File: src/rtl/cic_dc_block.sv
// DC blocker between the CIC decimator and HalfBand1: converts offset-binary samples to
// signed, removes DC with a single-pole high-pass, and gates its output during warm-up.
module cic_dc_block #(
  parameter int unsigned DW     = 17,
  parameter int unsigned K      = 8,
  parameter int unsigned SETTLE = 64
) (
  input  logic          CLKDIVC1,
  input  logic          RST,
  input  logic          en,
  input  logic          bypass,
  input  logic          clr_sat,
  input  logic [DW-1:0] x_in,
  output logic [DW-1:0] y_out,
  output logic          y_valid,
  output logic          settled,
  output logic          sat
);

  localparam int unsigned AW = DW + K + 3;
  localparam int unsigned CW = $clog2(SETTLE + 1);
  localparam logic signed [AW-1:0] F_MAX = AW'((2 ** (DW - 1)) - 1);
  localparam logic signed [AW-1:0] F_MIN = -F_MAX - AW'(1);

  typedef enum logic [1:0] {ST_IDLE, ST_SETTLE, ST_RUN} state_t;

  state_t               state_q, state_d;
  logic signed [AW-1:0] acc_q, acc_d;
  logic [DW-1:0]        x_prev_q, x_prev_d;
  logic [CW-1:0]        cnt_q, cnt_d;
  logic [DW-1:0]        y_q, y_d;
  logic                 valid_q, valid_d;
  logic                 settled_q, settled_d;
  logic                 sat_q, sat_d;

  logic signed [DW:0]   diff;
  logic signed [AW-1:0] diff_ext;
  logic signed [AW-1:0] acc_nxt;
  logic signed [AW-1:0] filt_full;
  logic                 clamp_c;
  logic [DW-1:0]        filt;
  logic [DW-1:0]        bp_y;
  logic                 sat_set;

  // First difference followed by a leaky integrator with pole 1 - 2^-K.
  assign diff      = $signed({1'b0, x_in}) - $signed({1'b0, x_prev_q});
  assign diff_ext  = {{(AW - DW - 1){diff[DW]}}, diff};
  assign acc_nxt   = acc_q + (diff_ext <<< K) - (acc_q >>> K);
  assign filt_full = acc_nxt >>> K;
  assign clamp_c   = (filt_full > F_MAX) || (filt_full < F_MIN);
  assign filt      = (filt_full > F_MAX) ? F_MAX[DW-1:0] :
                     (filt_full < F_MIN) ? F_MIN[DW-1:0] : filt_full[DW-1:0];
  assign bp_y      = {~x_in[DW-1], x_in[DW-2:0]};

  always_ff @(posedge CLKDIVC1 or posedge RST) begin
    if (RST) begin
      state_q   <= ST_IDLE;
      acc_q     <= '0;
      x_prev_q  <= '0;
      cnt_q     <= '0;
      y_q       <= '0;
      valid_q   <= 1'b0;
      settled_q <= 1'b0;
      sat_q     <= 1'b0;
    end else begin
      state_q   <= state_d;
      acc_q     <= acc_d;
      x_prev_q  <= x_prev_d;
      cnt_q     <= cnt_d;
      y_q       <= y_d;
      valid_q   <= valid_d;
      settled_q <= settled_d;
      sat_q     <= sat_d;
    end
  end

  always_comb begin
    state_d   = state_q;
    acc_d     = acc_q;
    x_prev_d  = x_prev_q;
    cnt_d     = cnt_q;
    y_d       = y_q;
    valid_d   = 1'b0;
    settled_d = settled_q;
    sat_set   = 1'b0;
    if (en) begin
      valid_d  = 1'b1;
      x_prev_d = x_in;
      case (state_q)
        ST_IDLE: begin
          acc_d   = '0;
          cnt_d   = '0;
          y_d     = bypass ? bp_y : '0;
          state_d = ST_SETTLE;
        end
        ST_SETTLE: begin
          acc_d = acc_nxt;
          cnt_d = cnt_q + CW'(1);
          y_d   = bypass ? bp_y : '0;
          if (cnt_q == CW'(SETTLE - 1)) begin
            state_d   = ST_RUN;
            settled_d = 1'b1;
          end
        end
        ST_RUN: begin
          acc_d   = acc_nxt;
          y_d     = bypass ? bp_y : filt;
          sat_set = !bypass && clamp_c;
        end
        default: begin
          state_d = ST_IDLE;
        end
      endcase
    end
    // A new clamp outranks a simultaneous clear.
    sat_d = (sat_q && !clr_sat) || sat_set;
  end

  assign y_out   = y_q;
  assign y_valid = valid_q;
  assign settled = settled_q;
  assign sat     = sat_q;

endmodule

File: config.mk
export PLATFORM = sky130hd
export DESIGN_NAME = cic_dc_block
export DESIGN_NICKNAME = d
export VERILOG_FILES = /design/src/rtl/cic_dc_block.sv
export SDC_FILE = /design/constraint.sdc
export NUM_CORES = 1
export LEC_CHECK = 0
export CORE_MARGIN = 10
export CORE_UTILIZATION = 55
export CTS_CLUSTER_DIAMETER = 40
export CTS_CLUSTER_SIZE = 16
export DETAILED_ROUTE_END_ITERATION = 10
export HOLD_SLACK_MARGIN = 0.15
export PLACE_DENSITY = 0.75
export REMOVE_ABC_BUFFERS = 1
export SLEW_MARGIN = 20
export SYNTH_ARGS = -nofsm -noshare
export SYNTH_HDL_FRONTEND = slang
export SYNTH_SLANG_ARGS = --single-unit
File: constraint.sdc
create_clock -name CLKDIVC1 -period 5.7 [get_ports CLKDIVC1]
set_input_delay 1.14 -clock CLKDIVC1 [delete_from_list [all_inputs] [get_ports CLKDIVC1]]
set_output_delay 1.14 -clock CLKDIVC1 [all_outputs]
set_load 0.05 [all_outputs]
Word-level counts from Yosys, hierarchy flattened
Cells that the tools add are included.

Memories kept: 0. RAM bits: 0. Bits in registers: 74. Latch bits: 0. Bits of input ports: 22. Memory bits (read-only): 0. Word-level logic and storage cells: 49. Output and inout port bits: 20.

$lt $le $gt $ge: 2. $mul: 0. Reductions and logical operators: 17. Div/mod/pow operators: 0. Bitwise logic cells: 2. Shift operators: 0. Muxes and demuxes: 12. Equality and inequality tests: 4. Add/sub/neg operators: 4.

Operator list (count): $mux W17 (4); $pmux W28 S2 (1); $pmux W17 S2 (1); $add A28 B26 Y28 (1); $sub A28 B20 Y28 (1); $gt A20 B17 Y1 const B (1); $lt A20 B17 Y1 const B (1); $sub A17 B17 Y18 (1); $pmux W7 S2 (1); $add A7 B1 Y7 const B (1); $eq A7 B6 Y1 const B (1); $pmux W2 S3 (1); $reduce_and A2 Y1 (3); $reduce_and A3 Y1 (2); $reduce_bool A2 Y1 (3); $reduce_or A2 Y1 (2); $mux W1 (3); $eq A2 B1 Y1 const B (1); $eq A2 B2 Y1 const B (1); $logic_and A1 B1 Y1 (2); $logic_not A1 Y1 (2); $logic_not A2 Y1 (1); $logic_or A1 B1 Y1 (2); $mux W2 (1); 2 further kinds (3).

Depth between registers and ports, before layout
Gate-level depths: netlist (run 1).

Depth after elaboration: 9. Gate-level depth with buffers: 26. Mapped depth without buffers: 24.

Least setup slack after synthesis (run 1)
No wires, ideal clock.

Path kind: input -> register. Start: input x_in[0]. End: register y_q[5] (netlist: y_out[5]). Path slack: -82 ps. Arrival time: 5639 ps. Required time: 5557 ps. Path buffers: 2. Library setup time: 143 ps. Stages on the path: 25. Path through: inv_1 > ha_1 > fa_1 > nor2b_1 > o21ai_0 > a21oi_1 > o21ai_0 > a21boi_0 > o21a_1 > o21ai_0 > nor4bb_1 > a2111oi_0 > fa_1 > inv_1 > ha_1 > clkbuf_8 > a21oi_1 > o21bai_1 > a211oi_1 > o311ai_0 > a2bb2oi_1 > or2_4 > o211ai_4 > clkbuf_8 > o221ai_1.

Word-level cells in the longest chain between the ends: 8. Elaborated cells between the ends (all ways): 9. Those cells by class: add/sub (3); order compare (2); mux (4).

RTL lines: start, declared (line 13) `input logic [DW-1:0] x_in,`; $sub A17 B17 Y18 (*) (line 46) `assign diff = $signed({1'b0, x_in}) - $signed({1'b0, x_prev_q});`; $add A28 B26 Y28 (*) (line 48) `assign acc_nxt = acc_q + (diff_ext <<< K) - (acc_q >>> K);`; $sub A28 B20 Y28 (*) (line 48); $lt A20 B17 Y1 (line 52) `(filt_full < F_MIN) ? F_MIN[DW-1:0] : filt_full[DW-1:0];`; $mux W17 (line 52); $mux W17 (*) (line 51) `assign filt = (filt_full > F_MAX) ? F_MAX[DW-1:0] :`; $mux W17 (*) (line 107) `y_d = bypass ? bp_y : filt;`; $pmux W17 S2 (*) (line 89) `case (state_q)`; end signal, assigned (line 70) `y_q <= y_d;`; end, declared (line 31) `logic [DW-1:0] y_q, y_d;`.

Mark *: on every way between the ends. The rest lies on a longest branch, timed or not. A chain may end at the register's enable or synchronous reset.

Worst setup path in the final report (run 1)
Start: input x_in[0]. End: register y_q[11] (netlist: y_out[11]).

Same word-level chain as after synthesis.

==> flow_summary.yaml, run 1 <==
clock_tree:
  cts_tree: "done"
  clkTransAtPathRegs_ns: 0.07
  cts.path.max_buffers: 2
  cts_buffers: 9
  cts-htree-levels: 3
  holdBufCountCts: 0
  clk_latency_ns: 0.37
  cts-root-buf: "clkbuf_8"
  clock_sinks: 74
grt:
  grt_max_degree: 75
  antenna_found_initial: 0
  grt_pass1_wl_um: 29100
  overflow: 0
  grt_pass1_vias: 5765
  grt_usage_pct: 22.1
timing:
  worst_pin_slew_ns: 0.950
  fin_crit_sh_pct: 100
  rsz0062_at_grt: "yes"
  period_minus_slack_ns: 5.70
  hold_viol_final: 0
  final-setup-viol-count: 1
  max_freq_ghz: 0.175
  fin_skew_ns: 0.0109
  slew_headroom_pct: 36.7
  drv_slew: 0
  setup_slack_ns: -0.00460
finish:
  layout_common_cells: "buf_4, inv_1, dfrtp_1"
  utilization_pct: 75.1
  synthToLayoutAreaGrowth_pct: 33.3
  layout.nets: 923
  final_common_cell: "buf_4"
  drive_above_1_share_pct: 28.9
  diodes: 0
yosys:
  dominantRegCellSynth: "dfrtp_1"
  synth_cell_types: 76
  synth_warnings: 0
  syn_avg_cell_area_um2: 9.04
  synth_area_um2: 6140
  synth_cells: 679
  synth_edf_count: 0
  async_reset_ff_share_pct: 100
  synth_seq_cells: 74
  ys_seq_area_share_pct: 30.2
floorplan:
  die_area_um2: 15800
  placementRows: 38
  pin_count: 42
  coreArea_um2: 10900
  dieWidth_um: 126
  fp.dieH_um: 126
  initial_core_util_pct: 56.4
drt:
  wl_um: 18800
  wl_per_cell_um: 19.5
  ant_nets: 0
  drtIter0Drc: 554
  route.detailed.drc: 0
  drtPass1Iterations: 5
  via_count: 5834
  avgViaCountPerCell: 6.03
worst_hold_path:
  hp-class: "reg2reg"
  min_path_cells: 2
status:
  status: "finished, violations left"
  violations: "setup timing"
setup_path:
  crit_top_cell: "o21ai_2"
  endpoint_kind: "flop"
  reg2reg_depth: 25
  worstSetupPathType: "in2reg"
  crit_path_top_delay_cell: "fa_1"
  max_stage_delay_ns: 0.44
  path_delay_family: "compound AO/OA/AOI/OAI gates"
  cp.depth: 27
  cp-start-kind: "input port"
  worst-path-buf-inv: 6
  required_ns: 5.93
  critPathMaxFanout: 7
  arrival_ns: 5.93
placed_design:
  hpwl_um: 12800
  gp_congestion: 0.879
  port_buffers: 41
run:
  drv_cap: 0
## logic make-up (layout without fill, tap and decap cells)
kind of cell / count (synthesis) / count (layout) / synth area share, %
xor+xnor: 34 / 34 / 5.10
buf+inv: 119 / 267 / 8.64
fa+ha+maj: 78 / 78 / 18.5
mux: 3 / 3 / 0.510
flops: 74 / 74 / 30.2
simple gates: 163 / 163 / 12.5
compound gates: 208 / 208 / 24.6
## metrics by stage
stage | std cells | hold slack (ns) | setup WS (ns) | instance area [um^2] | setup TNS, ns
2_1_floorplan | 658 | 0.445 | -0.113 | 5980 | -1.33
3_3_place_gp | 931 | 0.458 | -1.08 | 7280 | -20.55
3_5_place_dp | 931 | 0.468 | -1.21 | 7280 | -23.82
4_1_cts | 965 | 0.485 | 0.0249 | 7840 | 0
5_1_grt | 967 | 0.510 | -0.131 | 8180 | -1.36
6_report | 967 | 0.481 | -0.00460 | 8180 | -0.00460
## sequential cells by signal (all words and copies together), names as in the netlist
signal / cells
acc_q: 28
x_prev_q: 17
y_out: 17
cnt_q: 7
state_q: 2
sat: 1
settled: 1
y_valid: 1
## final timing paths
check                                     endpoint  slack [ns]                    start
max reg2reg                  y_out[11]$_DFFE_PP0P_        0.49  x_prev_q[0]$_DFFE_PP0P_
min reg2reg                   acc_q[1]$_DFFE_PP0P_        0.48     acc_q[1]$_DFFE_PP0P_
max in group asynchronous    acc_q[27]$_DFFE_PP0P_        3.71                      RST
min                           acc_q[1]$_DFFE_PP0P_        0.48     acc_q[1]$_DFFE_PP0P_
min in group asynchronous  x_prev_q[2]$_DFFE_PP0P_        1.39                      RST
max                          y_out[11]$_DFFE_PP0P_      -0.005                  x_in[0]
## synthesized netlist by cell type (2+ instances only)
master	instances	area, um^2
a211oi_1	7	52.6
a21o_1	11	82.6
a21oi_1	43	215
a31o_2	3	26.3
a31oi_1	5	31.3
and2_1	2	12.5
and2_2	2	15.0
and3_1	2	12.5
and3_2	3	22.5
clkbuf_1	9	33.8
clkbuf_2	2	10.0
clkbuf_8	7	96.3
dfrtp_1	74	1850
fa_1	21	420
ha_1	57	713
inv_1	98	368
mux2i_1	2	20.0
nand2_1	59	221
nand2b_1	4	25.0
nand3_1	12	60.1
nand3b_1	3	22.5
nand4_1	5	31.3
nor2_1	47	176
nor2b_1	4	25.0
nor3_1	6	30.0
o211ai_1	4	30.0
o21a_1	8	60.1
o21ai_0	51	255
o21bai_1	10	75.1
o221ai_1	6	52.6
o221ai_2	10	150
o22ai_1	18	113
o311ai_0	3	26.3
o31ai_1	3	22.5
o31ai_2	3	37.5
or3_1	4	25.0
xnor2_1	16	140
xor2_1	16	140
xor2_2	2	32.5
## area by class of cell
| cell class | count | area (um^2) |
|---|---|---|
| Timing Repair Buffer | 154 | 1360 |
| Multi-Input combinational cell | 486 | 4230 |
| Inverter | 98 | 368 |
| Fill cell | 704 | 2710 |
| Tap cell | 140 | 175 |
| Clock inverter | 4 | 51.3 |
| Clock buffer | 11 | 151 |
| Sequential cell | 74 | 1850 |
## layer usage
layer	vias to the layer above	routed length [um]	GRT usage [%]
met2	279	9050	36.8
met3	66	1430	4.78
met5	-	0	0
li1	2651	-	-
met1	2838	7680	27.7
met4	0	653	7.72
## worst min-delay path: stages (launching register included)
cell     delay (ns)
dfrtp_1        0.35
nand2_1        0.05
nand2_1        0.05
## repair_timing
item | 4_1_cts | 5_1_grt
hold endpoints to repair | 0 | 0
buffers inserted | 19 | 3
setup endpoints to repair | 23 | 19
gates resized for setup | 46 | 63
pin swaps | 34 | 31
gates cloned | 1 | 1
Power of run 1 is left out: the tool's default activity adds up to more than one toggle a clock period on the data nets, which glitch-free logic cannot reach.
==> inputs of run 2 (changes only) <==
Settings changed: RECOVER_POWER from default to 25, SETUP_SLACK_MARGIN from default to 0.15.
==> run 2 against run 1 <==
  * The flow finishes with violations (capacitance limit, slew limit)
  * Sequential share of layout area fell by 0.13 points
  * Clock skew up 0.0031 ns
  * Via count is 0.62% lower
  * Largest cell class unchanged
  * Highest routed layer unchanged
==> flow_summary.yaml, run 2 (same netlist as run 1, synthesis figures left out) <==
worst_hold_path:
  min-delay-start: "acc_q[1]$_DFFE_PP0P_"
  hp-class: "reg2reg"
  min_path_cells: 2
  hold_end: "acc_q[1]$_DFFE_PP0P_"
drt:
  avgViaCountPerCell: 5.95
  wl_um: 18900
  ant_nets: 0
  drtPass1Iterations: 5
  drtIter0Drc: 576
  route.detailed.drc: 0
  wl_per_cell_um: 19.4
  via_count: 5798
setup_path:
  rr_startpoint: "x_prev_q[0]$_DFFE_PP0P_"
  reg2reg_depth: 27
  endpoint_kind: "flop"
  critPathMaxFanout: 6
  arrival_ns: 5.84
  worstSetupPathType: "in2reg"
  worstReg2RegEnd: "y_out[11]$_DFFE_PP0P_"
  required_ns: 5.93
  crit_path_start: "x_in[3]"
  reg2reg_slack_ns: 0.54
  cp-start-kind: "input port"
timing:
  max_freq_ghz: 0.178
  rsz0062_at_grt: "yes"
  hold_viol_final: 0
  drv_slew: 120
  slew_headroom_pct: -23.8
  final-setup-viol-count: 0
  worst_pin_slew_ns: 1.86
  fin_crit_sh_pct: 98.4
  setup_slack_ns: 0.0913
  period_minus_slack_ns: 5.61
  fin_skew_ns: 0.0141
floorplan:
  die_area_um2: 15800
  pin_count: 42
  fp.dieH_um: 126
  placementRows: 38
  initial_core_util_pct: 56.4
  coreArea_um2: 10900
  dieWidth_um: 126
clock_tree:
  cts_tree: "done"
  cts.path.max_buffers: 2
  holdBufCountCts: 0
  cts-htree-levels: 3
  clk_latency_ns: 0.37
  cts_buffers: 9
  cts-root-buf: "clkbuf_8"
  clkTransAtPathRegs_ns: 0.08
  clock_sinks: 74
finish:
  layout.nets: 930
  layout_common_cells: "buf_4, inv_1, dfrtp_1"
  diodes: 0
  utilization_pct: 75.6
  drive_above_1_share_pct: 29.6
  largest_reg_flops: 28
  regMostFlops: "acc_q"
  synthToLayoutAreaGrowth_pct: 34.0
  final_common_cell: "buf_4"
placed_design:
  post-place-ws_ns: -1.21
  hpwl_um: 12800
  gp_congestion: 0.879
  port_buffers: 41
grt:
  grt_usage_pct: 22.0
  antenna_found_initial: 0
  grt_max_degree: 75
  grt_pass1_vias: 5805
  overflow: 0
  grt_pass1_wl_um: 29100
status:
  violations: "capacitance limit, slew limit"
  status: "finished, violations left"
run:
  drv_cap: 2
run 2: cell types whose count changed in the layout (fill, tap and decap cells not counted), sizes merged:
cell / change
dlygate4sd2: +2
buf: +6
clkinv: +1
clkdlybuf4s50: -3
clkbuf: +3
dlygate4sd3: +2
inv: -1
dlymetal6s2s: -1
clkdlybuf4s15: -2
run 2: how the worst max path moves through the flow:
stage / endpoint / cells past startpoint
3_5_place_dp: y_out[1]$_DFFE_PP0P_ / 26
6_report: y_out[11]$_DFFE_PP0P_ / 28
3_3_place_gp: y_out[5]$_DFFE_PP0P_ / 25
5_1_grt: y_out[11]$_DFFE_PP0P_ / 28
2_1_floorplan: y_out[0]$_DFFE_PP0P_ / 23
4_1_cts: y_out[8]$_DFFE_PP0P_ / 29
run 2: through the flow:
stage,std cells,hold WS (ns),setup TNS [ns],cell area [um^2]
after floorplan,658,0.445,-1.33,5980
after global placement,931,0.458,-20.55,7280
after detailed placement,931,0.468,-23.82,7280
after CTS,967,0.485,0,7920
after global routing,974,0.510,-0.120,8230
final,974,0.482,0,8230
run 2: critical path: stages:
cell	delay, ns
dlygate4sd2_1	0.27
ha_4	0.29
o21a_1	0.17
o31ai_2	0.09
buf_4	0.16
a21oi_4	0.15
nor2_2	0.07
o21bai_1	0.17
a21oi_2	0.10
o21bai_1	0.21
a21oi_2	0.10
xor2_2	0.17
fa_1	0.51
inv_2	0.05
ha_4	0.28
buf_6	0.10
inv_2	0.04
o21a_1	0.21
buf_4	0.15
and3_4	0.15
a21bo_2	0.20
xnor2_1	0.12
buf_4	0.14
buf_12	0.12
o211ai_4	0.29
buf_12	0.15
buf_16	0.12
o221ai_2	0.10
run 2: what timing repair did:
| action | 4_1_cts | 5_1_grt |
|---|---|---|
| cloned | 1 | 0 |
| buffers inserted | 20 | 7 |
| gates resized for setup | 61 | 55 |
| setup endpoints to repair | 26 | 20 |
| pin swaps | 41 | 39 |
run 2: cell type report:
class                   count  area, um^2
clock inverters             4        51.3
flip-flops and latches     74        1850
clock buffers              11         151
well taps                 140         175
repair buffers            161        1420
multi-input cells         486        4210
fillers                   701        2660
inverters                  98         370
run 2: metal layers:
metal  up-vias  wire, um  track usage [%]
met4         0       594             7.93
met1      2820      7720             28.0
met5         -         0                0
li1       2675         -                -
met2       248      9310             36.3
met3        55      1270             4.24
Power of run 2 is left out for the same reason.
